<file path="config.mk">
export PLATFORM = sky130hd
export DESIGN_NAME = mem_arbiter_flat
export DESIGN_NICKNAME = d
export VERILOG_FILES = /design/src/rtl/mem_arbiter_if.sv /design/src/rtl/mem_arbiter.sv /design/src/flat_wrapper.sv
export SDC_FILE = /design/constraint.sdc
export NUM_CORES = 1
export LEC_CHECK = 0
export ABC_AREA = 1
export CAP_MARGIN = 30
export CORE_MARGIN = 2
export CORE_UTILIZATION = 42
export DETAILED_ROUTE_END_ITERATION = 8
export GPL_TIMING_DRIVEN = 0
export PLACE_DENSITY_LB_ADDON = 0.05
export SLEW_MARGIN = 20
export SYNTH_ARGS = -nofsm -noshare
export SYNTH_HDL_FRONTEND = slang
export SYNTH_SLANG_ARGS = --single-unit
</file>
<file path="constraint.sdc">
create_clock -name Clk -period 1.6 [get_ports Clk]
set_input_delay 0.48 -clock Clk [delete_from_list [all_inputs] [get_ports Clk]]
set_output_delay 0.48 -clock Clk [all_outputs]
set_load 0.01 [all_outputs]
</file>
<file path="src/rtl/mem_arbiter_if.sv">
// Pipeline-side (IF/MEM request) and SRAM-pin signals of the memory arbiter.
// master is the arbiter's view; slave is the pipeline/SRAM view.
interface mem_arbiter_if;
  localparam int unsigned DataW = 16;

  // Instruction fetch port
  logic             IfReq;
  logic [DataW-1:0] IfAddr;
  logic [DataW-1:0] IfData;
  logic             IfDone;

  // Load/store port
  logic             MemRead;
  logic             MemWrite;
  logic [DataW-1:0] MemAddr;
  logic [DataW-1:0] MemWData;
  logic [DataW-1:0] MemRData;
  logic             MemDone;

  // Pipeline hold
  logic             Stall;

  // SRAM pins
  logic [DataW-1:0] RamAddr;
  logic [DataW-1:0] RamWData;
  logic [DataW-1:0] RamRData;
  logic             RamEn;
  logic             RamOe;
  logic             RamWe;

  modport master (
    input  IfReq, IfAddr, MemRead, MemWrite, MemAddr, MemWData, RamRData,
    output IfData, IfDone, MemRData, MemDone, Stall,
    output RamAddr, RamWData, RamEn, RamOe, RamWe
  );

  modport slave (
    output IfReq, IfAddr, MemRead, MemWrite, MemAddr, MemWData, RamRData,
    input  IfData, IfDone, MemRData, MemDone, Stall,
    input  RamAddr, RamWData, RamEn, RamOe, RamWe
  );
endinterface

</file>
<file path="src/rtl/mem_arbiter.sv">
// Shares one SRAM between instruction fetch and load/store, MEM first,
// stalling the pipeline until every request of the current cycle is served.
module mem_arbiter #(
  parameter int unsigned WAIT_CYCLES = 2
) (
  input  logic          Clk,
  input  logic          Rst,
  mem_arbiter_if.master bus
);

  localparam int unsigned DataW = 16;
  localparam int unsigned CntW  = 4;

  typedef enum logic {
    IDLE   = 1'b0,
    ACCESS = 1'b1
  } state_e;

  typedef enum logic {
    OWN_IF  = 1'b0,
    OWN_MEM = 1'b1
  } owner_e;

  state_e           state_q,     state_d;
  owner_e           owner_q,     owner_d;
  logic             write_q,     write_d;
  logic [CntW-1:0]  cnt_q,       cnt_d;
  logic             if_done_q,   if_done_d;
  logic             mem_done_q,  mem_done_d;
  logic [DataW-1:0] if_data_q,   if_data_d;
  logic [DataW-1:0] mem_rdata_q, mem_rdata_d;
  logic [DataW-1:0] ram_addr_q,  ram_addr_d;
  logic [DataW-1:0] ram_wdata_q, ram_wdata_d;
  logic             ram_en_q,    ram_en_d;
  logic             ram_oe_q,    ram_oe_d;
  logic             ram_we_q,    ram_we_d;

  logic mem_req_c;
  logic mem_pend_c;
  logic if_pend_c;
  logic stall_c;

  // A port is pending until its Done flag is set for this pipeline cycle.
  always_comb begin
    mem_req_c  = bus.MemRead | bus.MemWrite;
    mem_pend_c = mem_req_c & ~mem_done_q;
    if_pend_c  = bus.IfReq & ~if_done_q;
    stall_c    = if_pend_c | mem_pend_c;
  end

  always_ff @(posedge Clk) begin
    if (Rst) begin
      state_q     <= IDLE;
      owner_q     <= OWN_IF;
      write_q     <= 1'b0;
      cnt_q       <= '0;
      if_done_q   <= 1'b0;
      mem_done_q  <= 1'b0;
      if_data_q   <= '0;
      mem_rdata_q <= '0;
      ram_addr_q  <= '0;
      ram_wdata_q <= '0;
      ram_en_q    <= 1'b0;
      ram_oe_q    <= 1'b0;
      ram_we_q    <= 1'b0;
    end else begin
      state_q     <= state_d;
      owner_q     <= owner_d;
      write_q     <= write_d;
      cnt_q       <= cnt_d;
      if_done_q   <= if_done_d;
      mem_done_q  <= mem_done_d;
      if_data_q   <= if_data_d;
      mem_rdata_q <= mem_rdata_d;
      ram_addr_q  <= ram_addr_d;
      ram_wdata_q <= ram_wdata_d;
      ram_en_q    <= ram_en_d;
      ram_oe_q    <= ram_oe_d;
      ram_we_q    <= ram_we_d;
    end
  end

  // Strobes are registered together with the state, so they are high exactly in ACCESS.
  always_comb begin
    state_d     = state_q;
    owner_d     = owner_q;
    write_d     = write_q;
    cnt_d       = cnt_q;
    if_done_d   = if_done_q;
    mem_done_d  = mem_done_q;
    if_data_d   = if_data_q;
    mem_rdata_d = mem_rdata_q;
    ram_addr_d  = ram_addr_q;
    ram_wdata_d = ram_wdata_q;
    ram_en_d    = ram_en_q;
    ram_oe_d    = ram_oe_q;
    ram_we_d    = ram_we_q;

    unique case (state_q)
      IDLE: begin
        if (mem_pend_c) begin
          state_d     = ACCESS;
          owner_d     = OWN_MEM;
          write_d     = bus.MemWrite;
          cnt_d       = CntW'(WAIT_CYCLES - 1);
          ram_addr_d  = bus.MemAddr;
          ram_wdata_d = bus.MemWData;
          ram_en_d    = 1'b1;
          ram_oe_d    = ~bus.MemWrite;
          ram_we_d    = bus.MemWrite;
        end else if (if_pend_c) begin
          state_d    = ACCESS;
          owner_d    = OWN_IF;
          write_d    = 1'b0;
          cnt_d      = CntW'(WAIT_CYCLES - 1);
          ram_addr_d = bus.IfAddr;
          ram_en_d   = 1'b1;
          ram_oe_d   = 1'b1;
          ram_we_d   = 1'b0;
        end
      end

      ACCESS: begin
        if (cnt_q == '0) begin
          state_d  = IDLE;
          ram_en_d = 1'b0;
          ram_oe_d = 1'b0;
          ram_we_d = 1'b0;
          if (owner_q == OWN_MEM) begin
            mem_done_d = 1'b1;
            if (!write_q) mem_rdata_d = bus.RamRData;
          end else begin
            if_done_d = 1'b1;
            if_data_d = bus.RamRData;
          end
        end else begin
          cnt_d = cnt_q - CntW'(1);
        end
      end

      default: state_d = IDLE;
    endcase

    // Pipeline advances on this edge: the next cycle's requests start fresh.
    if (!stall_c) begin
      if_done_d  = 1'b0;
      mem_done_d = 1'b0;
    end
  end

  assign bus.Stall    = stall_c;
  assign bus.IfData   = if_data_q;
  assign bus.IfDone   = if_done_q;
  assign bus.MemRData = mem_rdata_q;
  assign bus.MemDone  = mem_done_q;
  assign bus.RamAddr  = ram_addr_q;
  assign bus.RamWData = ram_wdata_q;
  assign bus.RamEn    = ram_en_q;
  assign bus.RamOe    = ram_oe_q;
  assign bus.RamWe    = ram_we_q;

endmodule

</file>
<file path="src/flat_wrapper.sv">
// flat-port wrapper written by rule: the top's interface ports become plain ports
module mem_arbiter_flat 
#(
  parameter int unsigned WAIT_CYCLES = 2
)
  (Clk, Rst, bus_IfReq, bus_IfAddr, bus_MemRead, bus_MemWrite, bus_MemAddr, bus_MemWData, bus_RamRData, bus_IfData, bus_IfDone, bus_MemRData, bus_MemDone, bus_Stall, bus_RamAddr, bus_RamWData, bus_RamEn, bus_RamOe, bus_RamWe);
  mem_arbiter_if bus_i ();
  input  logic Clk;
  input  logic Rst;
  input wire logic [$bits(bus_i.IfReq)-1:0] bus_IfReq;
  input wire logic [$bits(bus_i.IfAddr)-1:0] bus_IfAddr;
  input wire logic [$bits(bus_i.MemRead)-1:0] bus_MemRead;
  input wire logic [$bits(bus_i.MemWrite)-1:0] bus_MemWrite;
  input wire logic [$bits(bus_i.MemAddr)-1:0] bus_MemAddr;
  input wire logic [$bits(bus_i.MemWData)-1:0] bus_MemWData;
  input wire logic [$bits(bus_i.RamRData)-1:0] bus_RamRData;
  output wire logic [$bits(bus_i.IfData)-1:0] bus_IfData;
  output wire logic [$bits(bus_i.IfDone)-1:0] bus_IfDone;
  output wire logic [$bits(bus_i.MemRData)-1:0] bus_MemRData;
  output wire logic [$bits(bus_i.MemDone)-1:0] bus_MemDone;
  output wire logic [$bits(bus_i.Stall)-1:0] bus_Stall;
  output wire logic [$bits(bus_i.RamAddr)-1:0] bus_RamAddr;
  output wire logic [$bits(bus_i.RamWData)-1:0] bus_RamWData;
  output wire logic [$bits(bus_i.RamEn)-1:0] bus_RamEn;
  output wire logic [$bits(bus_i.RamOe)-1:0] bus_RamOe;
  output wire logic [$bits(bus_i.RamWe)-1:0] bus_RamWe;
  assign bus_i.IfReq = bus_IfReq;
  assign bus_i.IfAddr = bus_IfAddr;
  assign bus_i.MemRead = bus_MemRead;
  assign bus_i.MemWrite = bus_MemWrite;
  assign bus_i.MemAddr = bus_MemAddr;
  assign bus_i.MemWData = bus_MemWData;
  assign bus_i.RamRData = bus_RamRData;
  assign bus_IfData = bus_i.IfData;
  assign bus_IfDone = bus_i.IfDone;
  assign bus_MemRData = bus_i.MemRData;
  assign bus_MemDone = bus_i.MemDone;
  assign bus_Stall = bus_i.Stall;
  assign bus_RamAddr = bus_i.RamAddr;
  assign bus_RamWData = bus_i.RamWData;
  assign bus_RamEn = bus_i.RamEn;
  assign bus_RamOe = bus_i.RamOe;
  assign bus_RamWe = bus_i.RamWe;
  mem_arbiter #(.WAIT_CYCLES(WAIT_CYCLES)) u_core (.Clk(Clk), .Rst(Rst), .bus(bus_i));
endmodule
</file>
# Yosys cells after proc, flatten, opt, wreduce, memory -nomap -nowiden
# Index checks and enable logic that the tools add are counted.
[totals] ff_bits=76 latch_bits=0 mem_bits_rw=0 rom_bits=0 in_bits=69 output_inout_bits=70 wordCells=58 memories=0
[op_classes] n_addsub=1 mul=0 n_div=0 magnitude_cmp=0 n_eq_ne=3 n_shift=0 mux=20 bitwise_logic=11 reduce_logical=10
[ops] cell="$mux W16" count=2
[ops] cell="$mux W4" count=3
[ops] cell="$mux W1" count=10
[ops] cell="$pmux W1 S2" count=4
[ops] cell="$pmux W4 S2" count=1
[ops] cell="$reduce_and A2 Y1" count=4
[ops] cell="$not A1 Y1" count=7
[ops] cell="$reduce_and A3 Y1" count=2
[ops] cell="$logic_not A4 Y1" count=1
[ops] cell="$ne A2 B2 Y1 const B" count=2
[ops] cell="$reduce_and A4 Y1" count=1
[ops] cell="$sub A4 B1 Y4 const B" count=1
[ops] cell="$ne A3 B1 Y1 const B" count=1
[ops] cell="$and A1 B1 Y1" count=2
[ops] cell="$or A1 B1 Y1" count=2
[ops] cell="$reduce_bool A2 Y1" count=1
[ops] cell="$reduce_or A2 Y1" count=1

# Depth between registers and ports, before layout
# Gate-level depths: netlist of the first run.
[logic_depth] word_depth=5 mapped_depth=10 depth_no_buf=9

# Worst setup path before layout of the first run
# No wires, ideal clock.
[synth_path] kind="register -> register" startpoint="reg u_core.cnt_q[0]" endpoint="reg u_core.if_data_q[10] (netlist: u_core.bus.IfData[10])" setup_ns=0.116 arrival_ns=1.319 required_time_ns=1.484 setup_slack_ns=0.166 stages_incl_launch_ff=11 path_buffers=1 period_less_slack_ns=1.434 path_cell_list="dfxtp_1 > inv_1 > ha_1 > inv_2 > nor2_4 > nand3_4 > nor2_4 > inv_2 > buf_6 > nor2_1 > nor2_1"
[synth_between] elab_chain_len=2
[synth_rtl] element="start, declared" line="mem_arbiter.sv:27" source="logic [CntW-1:0] cnt_q, cnt_d;"
[synth_rtl] element="start signal, assigned" line="mem_arbiter.sv:70" source="cnt_q <= cnt_d;"
[synth_rtl] element="$logic_not A4 Y1" line="mem_arbiter.sv:124" source="if (cnt_q == '0) begin"
[synth_rtl] element="$reduce_and A3 Y1 (no source line)"
[synth_rtl] element="end signal, assigned" line="mem_arbiter.sv:73" source="if_data_q <= if_data_d;"
[synth_rtl] element="end, declared" line="mem_arbiter.sv:30" source="logic [DataW-1:0] if_data_q, if_data_d;"
# Every way passes these cells.
# A chain may end at the register's enable or synchronous reset.

# Worst setup path in the final report of the first run
[layout_path] startpoint="reg u_core.cnt_q[1]" endpoint="reg u_core.if_data_q[0] (netlist: u_core.bus.IfData[0])"
# The elaborated chain is that of the path after synthesis.

==> qor.json, run 1 <==
{
  "detailedPlacementHpwl_um": 6450,
  "finalMaxSlewViolations": 0,
  "dr_total_vias": 3279,
  "worst_ep_arrival_time_ps": 1880,
  "path_class": "reg2reg",
  "static-leakage-power_nw": 2.56,
  "drt_drc_violations_left": 0,
  "first_global_vias": 3138,
  "portion_of_synthesized_cell_area_occupied_by_the_leading_cell_type_pct": 47.2,
  "fp.dieArea_mm2": 0.00839,
  "ant_nets": 0,
  "root_buffer": "clkbuf_8",
  "synth_area_mm2": 0.00322,
  "vias_per_cell": 4.47,
  "finalNetCount": 701,
  "cts_tree": "built",
  "synth_top_cell_by_area": "dfxtp_1",
  "grt_usage_pct": 21.4,
  "globalRoute.busiestLayer": "met2",
  "clock_skew_ps": 11.9,
  "clock_latency_ps": 360,
  "cts_hold_repair.buffers": 0,
  "final_layout_size_suffix_gt1_share_pct": 11.0,
  "cp_cell_sequence": "inv_2 > ha_4 > inv_2 > nor2_4 > nand3_4 > nor2_4 > buf_4 > buf_4 > o21ai_0 > nor2_1",
  "initial_antenna_violation_count": 0,
  "gr-usage-met3_pct": 3.90,
  "clock_sinks": 76,
  "detail_route.first_pass.iterations": 4,
  "global_route.overflow_total": 0,
  "syn_avg_cell_area_um2": 6.89,
  "total_inserted_antenna_cells": 0,
  "max_cap_violations": 0,
  "synth.area.top_cells": "dfxtp_1 47%, nor2_1 15%, nand2_1 12%",
  "first_pass_grt_wire_length_um": 14600,
  "maximum_number_of_pins_on_one_net_before_global_route_repair": 14,
  "initial_core_utilization_pct": 44.0,
  "max_slew.worst_pin.slew_ps": 488,
  "starting_drc_count_in_detailed_routing": 126,
  "gr-usage-met2_pct": 36.3,
  "final_hold_viol_count": 0,
  "synthCells": 468,
  "slew_margin_rel_pct": 67.5,
  "critical_path_buf_inv_count": 4,
  "rsz0062_at_grt": "true",
  "critPathLaunchType": "flop",
  "irDropWorstVdd_uv": 579,
  "synth.ff_latch_count": 76,
  "p_per_area_mw_per_mm2": 1100,
  "cts-buffers-inserted": 9,
  "routabilityCongestion": 0.820,
  "num_rows": 31,
  "synth.yosys.warnings": 0,
  "cp_slowest_stage_delay_ps": 330,
  "worstSetupEndpointType": "flop",
  "floorplan.die.width_um": 91.6,
  "clk_transition_reported_paths_ps": 80,
  "worstPathRequired_ps": 1890,
  "critical-path-top-delay-family": "simple AND/OR/NAND/NOR gates",
  "outcome": "finished clean",
  "met1_usage_grt_pct": 27.0,
  "slowest_stage": "dfxtp_2",
  "cts_max_level": 3,
  "synth.lib_cells_used.distinct": 22,
  "drt-total-wl_um": 8910,
  "setup_violations": 0,
  "fin_crit_sh_pct": 99.7,
  "final_critical_path_required_period_ps": 1600,
  "placed_insts": 704,
  "port-buffer-count": 137,
  "die_y_um": 91.6,
  "synth_fp_nets": 538,
  "worstHoldPathType": "in2reg",
  "post_drt_wl_per_cell_um": 12.1,
  "area_growth_syn_to_layout_pct": 55.9,
  "instances_no_fill": 734,
  "synth.yosys.seq_area_share_pct": 47.2,
  "critical_path_peak_fanout": 6,
  "placeableCoreArea_mm2": 0.00733,
  "fmax_ghz": 0.627,
  "ioPinCount": 139,
  "cts_buffer_depth": 2,
  "postLayoutCoreUtil_pct": 68.5
}
-- state kept, by name, summed over array words and instances (netlist names) --
register,cells
u_core.bus.IfDone,1
u_core.bus.RamWData,16
u_core.bus.MemDone,1
u_core.state_q,1
u_core.bus.RamWe,1
u_core.write_q,1
u_core.bus.RamEn,1
u_core.owner_q,1
u_core.bus.RamOe,1
u_core.cnt_q,4
u_core.bus.MemRData,16
u_core.bus.RamAddr,16
u_core.bus.IfData,16
-- final timing paths --
path	slack (ps)	endpoint	from	cells past startpoint
worst max-delay path	5	u_core.bus.IfData[0]	u_core.cnt_q[1]	10
worst min-delay path	420	u_core.write_q	Rst	2
worst max register to register	5	u_core.bus.IfData[0]	u_core.cnt_q[1]	10
worst min register to register	460	u_core.bus.RamEn	u_core.bus.RamEn	2
-- Yosys cell counts --
| master | instances |
|---|---|
| nand2_1 | 99 |
| o21ai_0 | 50 |
| nand3_1 | 5 |
| buf_1 | 1 |
| inv_2 | 3 |
| nand4_1 | 3 |
| o21ai_4 | 1 |
| nor2_4 | 3 |
| nand2_4 | 2 |
| buf_6 | 3 |
| buf_2 | 6 |
| clkbuf_2 | 2 |
| buf_4 | 5 |
| ha_1 | 1 |
| inv_1 | 58 |
| nand3_4 | 1 |
| dfxtp_1 | 76 |
| nand2_2 | 1 |
| nor2_1 | 130 |
| a21oi_1 | 12 |
| nor3_4 | 1 |
| clkbuf_1 | 5 |
-- layer usage --
layer	wire, um	part of all wire (%)
met4	165	1.9
met1	4010	45
met2	4310	48
met5	0	0
met3	420	4.7
-- what timing repair did --
item	4_1_cts	5_1_grt
endpoints found under the setup margin	118	27
gates resized for setup	88	15
pin swaps	5	4
setup buffers	4	11
-- worst reg2reg max path, cell delays in order, from the launching register on --
cell,delay [ps]
dfxtp_2,330
inv_2,70
ha_4,140
inv_2,40
nor2_4,150
nand3_4,130
nor2_4,230
buf_4,160
buf_4,100
o21ai_0,70
nor2_1,120
-- per-stage QoR --
step                instance area (um^2)  TNS (ps)  worst slack [ps]  hold slack (ps)  total power [mW]
floorplan                           3220         0               166              440              3.16
global placement                    4720    -15660              -816              451              3.96
detailed placement                  4720    -17320              -818              454              3.99
CTS                                 4900         0              3.57              409              5.46
global route                        5020      -915             -87.9              445              5.86
finish                              5020         0              4.59              416              5.54
-- cells by family after synthesis --
logic type | synth area share, %
DFF | 47.2
AOI/OAI and AO/OA | 10.1
and+or+nand+nor | 31.0
adders and majority gates | 0.388
buffers and inverters | 11.3
-- cell type report --
type	count	area (um^2)
Timing Repair Buffer	152	1400
Tap cell	99	124
Fill cell	635	2310
Buffer	22	159
Sequential cell	76	1520
Inverter	61	231
Multi-Input combinational cell	309	1370
Clock inverter	6	88.8
Clock buffer	9	124
-- placed cells by master, fill, tap and decap left out --
cell and instances:
clkbuf_2 2, inv_6 1, nand2_4 3, inv_1 56, nand2_2 3, clkbuf_1 5
dlygate4sd2_1 70, nand3_1 5, buf_6 5, nand3_4 1, bufinv_16 2, nor3_4 1
a21oi_1 12, clkbuf_8 9, clkinv_2 1, ha_4 1, clkinvlp_4 2, clkbuf_4 1
nor2_1 127, inv_2 4, o21ai_4 1, o21ai_0 50, buf_2 2, nor2_4 3
buf_4 20, nand2_1 96, nand4_1 3, clkdlybuf4s15_1 1, buf_8 2, inv_4 1
dfxtp_1 75, clkdlybuf4s50_1 64, nor2_2 3, clkdlybuf4s15_2 1, dfxtp_2 1, buf_1 1
-- power breakdown --
part	internal (mW)	total, mW	leakage [nW]	switching [mW]
clock	0.872	1.61	0.102	0.735
combinational	0.775	1.65	1.83	0.878
sequential	2.15	2.28	0.626	0.125
(Power assumes the default switching activity.)
==> run 2: changes to the inputs <==
CAP_MARGIN = unset   (was 30)
CTS_CLUSTER_DIAMETER = 40   (was unset)
==> results of run 2 <==
The final DEF is identical to that of run 1; final timing and power are the same.
